`src/rtl/sample_strobe_gen.sv`:
```
// sample_strobe_gen
// Generates the sample-rate strobe from acq_enable / clock_select / clock_divisor.
// It captures the synchronized channel inputs on each strobe and presents every
// captured word on a valid/ready output register. If the consumer stalls and a
// strobe finds the output register still full, the strobe is dropped and a
// sticky overflow flag is raised.
module sample_strobe_gen #(
  parameter int WIDTH       = 16,
  parameter int PRESCALE    = 4,
  parameter int SYNC_STAGES = 2
) (
  input  logic             clk,
  input  logic             rst,
  input  logic             acq_enable,
  input  logic             clock_select,
  input  logic [7:0]       clock_divisor,
  input  logic [WIDTH-1:0] channels,
  output logic [WIDTH-1:0] sample_data,
  output logic             sample_valid,
  input  logic             sample_ready,
  output logic             overflow,
  output logic [15:0]      sample_count,
  output logic             running
);

  localparam int PW = $clog2(PRESCALE);
  localparam logic [PW-1:0] PRE_RELOAD = PW'(PRESCALE - 1);

  typedef enum logic [1:0] {
    ST_IDLE,
    ST_RUN,
    ST_OVERFLOW
  } state_t;

  state_t           state_q, state_d;
  logic [WIDTH-1:0] sync_q [SYNC_STAGES];
  logic             acq_q;
  logic             acqPrev_q;
  logic             sel_q, sel_d;
  logic [PW-1:0]    pre_q, pre_d;
  logic [7:0]       div_q, div_d;
  logic [WIDTH-1:0] data_q, data_d;
  logic             valid_q, valid_d;
  logic             overflow_q, overflow_d;
  logic [15:0]      count_q, count_d;

  logic startPulse;
  logic baseTick;
  logic strobe;
  logic lost;
  logic capture;

  // Channel synchronizer chain and the single-stage acq_enable register
  always_ff @(posedge clk) begin
    if (!rst) begin
      for (int i = 0; i < SYNC_STAGES; i++) begin
        sync_q[i] <= '0;
      end
      acq_q     <= 1'b0;
      acqPrev_q <= 1'b0;
    end else begin
      sync_q[0] <= channels;
      for (int i = 1; i < SYNC_STAGES; i++) begin
        sync_q[i] <= sync_q[i-1];
      end
      acq_q     <= acq_enable;
      acqPrev_q <= acq_q;
    end
  end

  // Strobe qualification: counters only advance in RUN while acquisition is on
  always_comb begin
    startPulse = acq_q & ~acqPrev_q;
    baseTick   = (state_q == ST_RUN) && (sel_q || (pre_q == '0));
    strobe     = baseTick && acq_q && (div_q == 8'd0);
    lost       = strobe & valid_q & ~sample_ready;
    capture    = strobe & ~lost;
  end

  // Next-state, counter reload and output-register update
  always_comb begin
    state_d    = state_q;
    sel_d      = sel_q;
    pre_d      = pre_q;
    div_d      = div_q;
    data_d     = data_q;
    valid_d    = valid_q;
    overflow_d = overflow_q;
    count_d    = count_q;

    case (state_q)
      ST_IDLE: begin
        pre_d = '0;
        div_d = 8'd0;
        if (startPulse) begin
          state_d    = ST_RUN;
          overflow_d = 1'b0;
          count_d    = 16'd0;
          pre_d      = PRE_RELOAD;
          div_d      = clock_divisor;
          sel_d      = clock_select;
        end
      end

      ST_RUN: begin
        if (!acq_q) begin
          state_d = ST_IDLE;
          pre_d   = '0;
          div_d   = 8'd0;
        end else begin
          if (!sel_q) begin
            pre_d = (pre_q == '0) ? PRE_RELOAD : pre_q - PW'(1);
          end
          if (baseTick) begin
            if (div_q == 8'd0) begin
              div_d = clock_divisor;
              sel_d = clock_select;
              pre_d = PRE_RELOAD;
              if (lost) begin
                state_d    = ST_OVERFLOW;
                overflow_d = 1'b1;
              end
            end else begin
              div_d = div_q - 8'd1;
            end
          end
        end
      end

      ST_OVERFLOW: begin
        if (!acq_q) begin
          state_d = ST_IDLE;
          pre_d   = '0;
          div_d   = 8'd0;
        end
      end

      default: begin
        state_d = ST_IDLE;
      end
    endcase

    if (valid_q && sample_ready) begin
      valid_d = 1'b0;
    end
    if (capture) begin
      valid_d = 1'b1;
      data_d  = sync_q[SYNC_STAGES-1];
      count_d = count_q + 16'd1;
    end
  end

  // State and datapath registers
  always_ff @(posedge clk) begin
    if (!rst) begin
      state_q    <= ST_IDLE;
      sel_q      <= 1'b0;
      pre_q      <= '0;
      div_q      <= 8'd0;
      data_q     <= '0;
      valid_q    <= 1'b0;
      overflow_q <= 1'b0;
      count_q    <= 16'd0;
    end else begin
      state_q    <= state_d;
      sel_q      <= sel_d;
      pre_q      <= pre_d;
      div_q      <= div_d;
      data_q     <= data_d;
      valid_q    <= valid_d;
      overflow_q <= overflow_d;
      count_q    <= count_d;
    end
  end

  assign sample_data  = data_q;
  assign sample_valid = valid_q;
  assign overflow     = overflow_q;
  assign sample_count = count_q;
  assign running      = (state_q == ST_RUN);

endmodule

```
`config.mk`:
```
export PLATFORM = sky130hd
export DESIGN_NAME = sample_strobe_gen
export DESIGN_NICKNAME = d
export VERILOG_FILES = /design/src/rtl/sample_strobe_gen.sv
export SDC_FILE = /design/constraint.sdc
export NUM_CORES = 1
export LEC_CHECK = 0
export BUFFER_PORTS_ARGS = -buffer_cell sky130_fd_sc_hd__buf_4
export CAP_MARGIN = 10
export CORE_MARGIN = 1
export CORE_UTILIZATION = 25
export CTS_CLUSTER_SIZE = 25
export DETAILED_ROUTE_END_ITERATION = 6
export SETUP_SLACK_MARGIN = 0.1
export SYNTH_ARGS = -nofsm -noshare
export SYNTH_HDL_FRONTEND = slang
export SYNTH_SLANG_ARGS = --single-unit
```
`constraint.sdc`:
```
create_clock -name clk -period 2.97 [get_ports clk]
set_input_delay 0.1485 -clock clk [delete_from_list [all_inputs] [get_ports clk]]
set_output_delay 0.1485 -clock clk [all_outputs]
set_load 0.1 [all_outputs]
```
==> flow_summary.toml <==
[status]
status = "complete, no violations"

[setup_path]
required_ps = 3240
cpPeakStageDelay_ps = 510
path_class = "flop to flop"
cp_common_cell = "buf_4"
crit_chain = "inv_1, ha_1, or3b_1, nor4_4, buf_4, and2_1, buf_4, nand2_1, a21oi_1"
arrival_ps = 2810
path_delay_family = "simple AND/OR/NAND/NOR gates"
critPathMaxFanout = 17
cp_num_buf_inv = 3
endpoint_kind = "flop"
start_kind = "flop"
crit_slowest_cell = "or3b_1"
cp.depth = 9
r2r.worst_path.cells = 9

[drt]
ant_nets = 0
drt_wl_total_mm = 8.03
dr.pass1.iters = 4
vias = 2850
drt-wirelength-per-cell_um = 13.0
drc = 0
routed_via_density = 4.60
drt_iter0_markers = 220

[finish]
seq_area_sq_mm = 0.00162
post-route-util = 0.325
area_growth_pct = 27.4
drive_gt1_frac = 0.207
stdcell_area_sq_mm = 0.00429
nFillCells = 1348
diodes = 0
nNetsFinal = 476
multi_input_area_sq_mm = 0.00161

[synth]
synth_cells = 382
synth.top_cell.area_share = 0.481
synth_nets = 419
synth_mux_area_frac = 0.0119
synth_edf_count = 0
ys.flop_type = "dfxtp_1"
synth-seq-cells = 81
yosysSeqAreaShare = 0.481
yosys.area_share.simple = 0.261
netlist-cell-type-count = 55
synthesis.area_sq_mm = 0.00337
yosys_warnings = 0
async_flop_share = 0
synth_compound_area_frac = 0.158
yosys-top-cells-area = "dfxtp_1 (48%), and2_1 (6.7%), nand2_1 (6.6%)"
synth_area_per_cell_sq_um = 8.82
yosysMostFrequentCell = "dfxtp_1"
synth.largest_area_cell = "dfxtp_1"
synth-adder-area-share = 0.0297
synth_common_cells = "dfxtp_1 (81), nand2_1 (59), and2_1 (36)"
synthXorXnorAreaFrac = 0.0182
synth_top_family_by_area = "simple AND/OR/NAND/NOR gates"

[worst_hold_path]
whs_path_depth = 2
hold_path_class = "input port to flop"

[grt]
grt_util_all_layers = 0.117
grt_pass1_wl_mm = 12.9
grt_pass1_vias = 2681
grt_max_degree = 56
antenna_found_initial = 0
overflow = 0

[clock_tree]
cts_tree = "yes"
clk_latency_ps = 340
numCtsBuffers = 9
cts_setup_buffers = 0
cts.repair.resized = 0
clk_pin_slew_worst_paths_ps = 70
hold_buffers = 0
cts_sinks = 81
cts_buffer_depth = 2
cts-root-buf = "clkbuf_16"
h-tree-depth = 3

[place]
dpl-instance-area_sq_mm = 0.00400
hpwl_mm = 5.54
io_buffers = 63
dp_worst_setup_slack_ps = 435
place_congestion = 0.872

[timing]
hold_viol = 0
slew_headroom = 0.574
rsz0062_at_grt = "false"
fin_crit_ps = 2540
layout_setup_ws_ps = 435
fin_crit_sh = 0.854
fmax_mhz = 394
slew_violations = 0
clock_skew_ps = 8.04
tightest_slew_ps = 635
setup_tns_ps = 0
setup_viol = 0

[floorplanning]
coreArea_sq_mm = 0.0132
die_w_um = 118
die_area_sq_mm = 0.0139
start_util = 0.255
fp.dieH_um = 118
io_pins = 64
num_rows = 42

[flow_run]
cap_violations = 0

[pwr]
power_leakage_nw = 1.71
vdd_drop_max_mv = 0.271
p_per_area_mw_per_mm2 = 585
[worst paths after layout]
check	startpoint	end	slack [ps]
setup / recovery	div_q[0]	sample_data[14]	430
hold / removal	channels[2]	sync_q[0][2]	10
setup reg to reg	div_q[0]	sample_data[14]	430
hold reg to reg	sync_q[0][5]	sync_q[1][5]	420
[cells in the final DEF (no fill, tap or decap), drive strengths merged, types with 3 or more instances in the layout]
cell type,count
o211ai,3
and2,38
o221a,3
nand2,60
nor3,6
xnor2,3
or4,3
xor2,4
o22ai,4
and3,8
nor4,3
a31oi,3
clkinv,3
nand4,4
o31ai,4
dfxtp,81
a32oi,3
nor2,19
a311oi,3
a21boi,3
nand3,12
inv,12
o21ai,16
a21oi,30
ha,8
mux2i,4
buf,67
clkbuf,10
[logic make-up after synthesis]
family / count (synthesis)
AND/OR/NAND/NOR: 168
buffers and inverters: 31
XOR/XNOR: 7
multiplexers: 4
adder cells (fa/ha/maj): 8
AO/OA/AOI/OAI: 83
flip-flops: 81
[final cells by class]
type | instances | area share
Clock buffer | 10 | 0.0534
Inverter | 10 | 0.00875
Tap cell | 176 | 0.0513
Clock inverter | 6 | 0.0155
Timing Repair Buffer | 67 | 0.117
Sequential cell | 81 | 0.378
Multi-Input combinational cell | 270 | 0.376
[metrics by stage]
stage	cells	hold slack (ps)	total power, W
2_1_floorplan	382	270	0.00135
4_1_cts	620	4.35	0.00254
6_report	620	14.9	0.00251
3_5_place_dp	604	360	0.00142
5_1_grt	620	3.71	0.00260
3_3_place_gp	604	356	0.00142
[sequential cells by signal, summed over array words and instances (netlist names)]
register / count
sync_q: 32
div_q: 8
acqPrev_q: 1
acq_q: 1
sample_count: 16
overflow: 1
pre_q: 2
sample_valid: 1
sample_data: 16
sel_q: 1
state_q: 2
[worst register-to-register path: stages, from the launching register on]
cell and delay (ps):
dfxtp_1 330, inv_1 100, ha_1 190, or3b_1 510
nor4_4 310, buf_4 200, and2_1 310, buf_4 290
nand2_1 80, a21oi_1 150
[power breakdown]
group	internal, W	leakage (nW)	total [W]	switching [W]
clock	0.000656	0.147	0.00112	0.000459
combinational	0.0000943	0.898	0.000254	0.000160
sequential	0.00112	0.661	0.00114	0.0000219
[metal layers]
metal,vias to the layer above,wire length (um),global-route usage
li1,1433,-,-
met1,1332,3740,0.139
met2,71,3730,0.189
met3,14,358,0.0310
met4,0,204,0.0657
met5,-,0,0
Note: power is estimated with default switching activity, not from simulation.
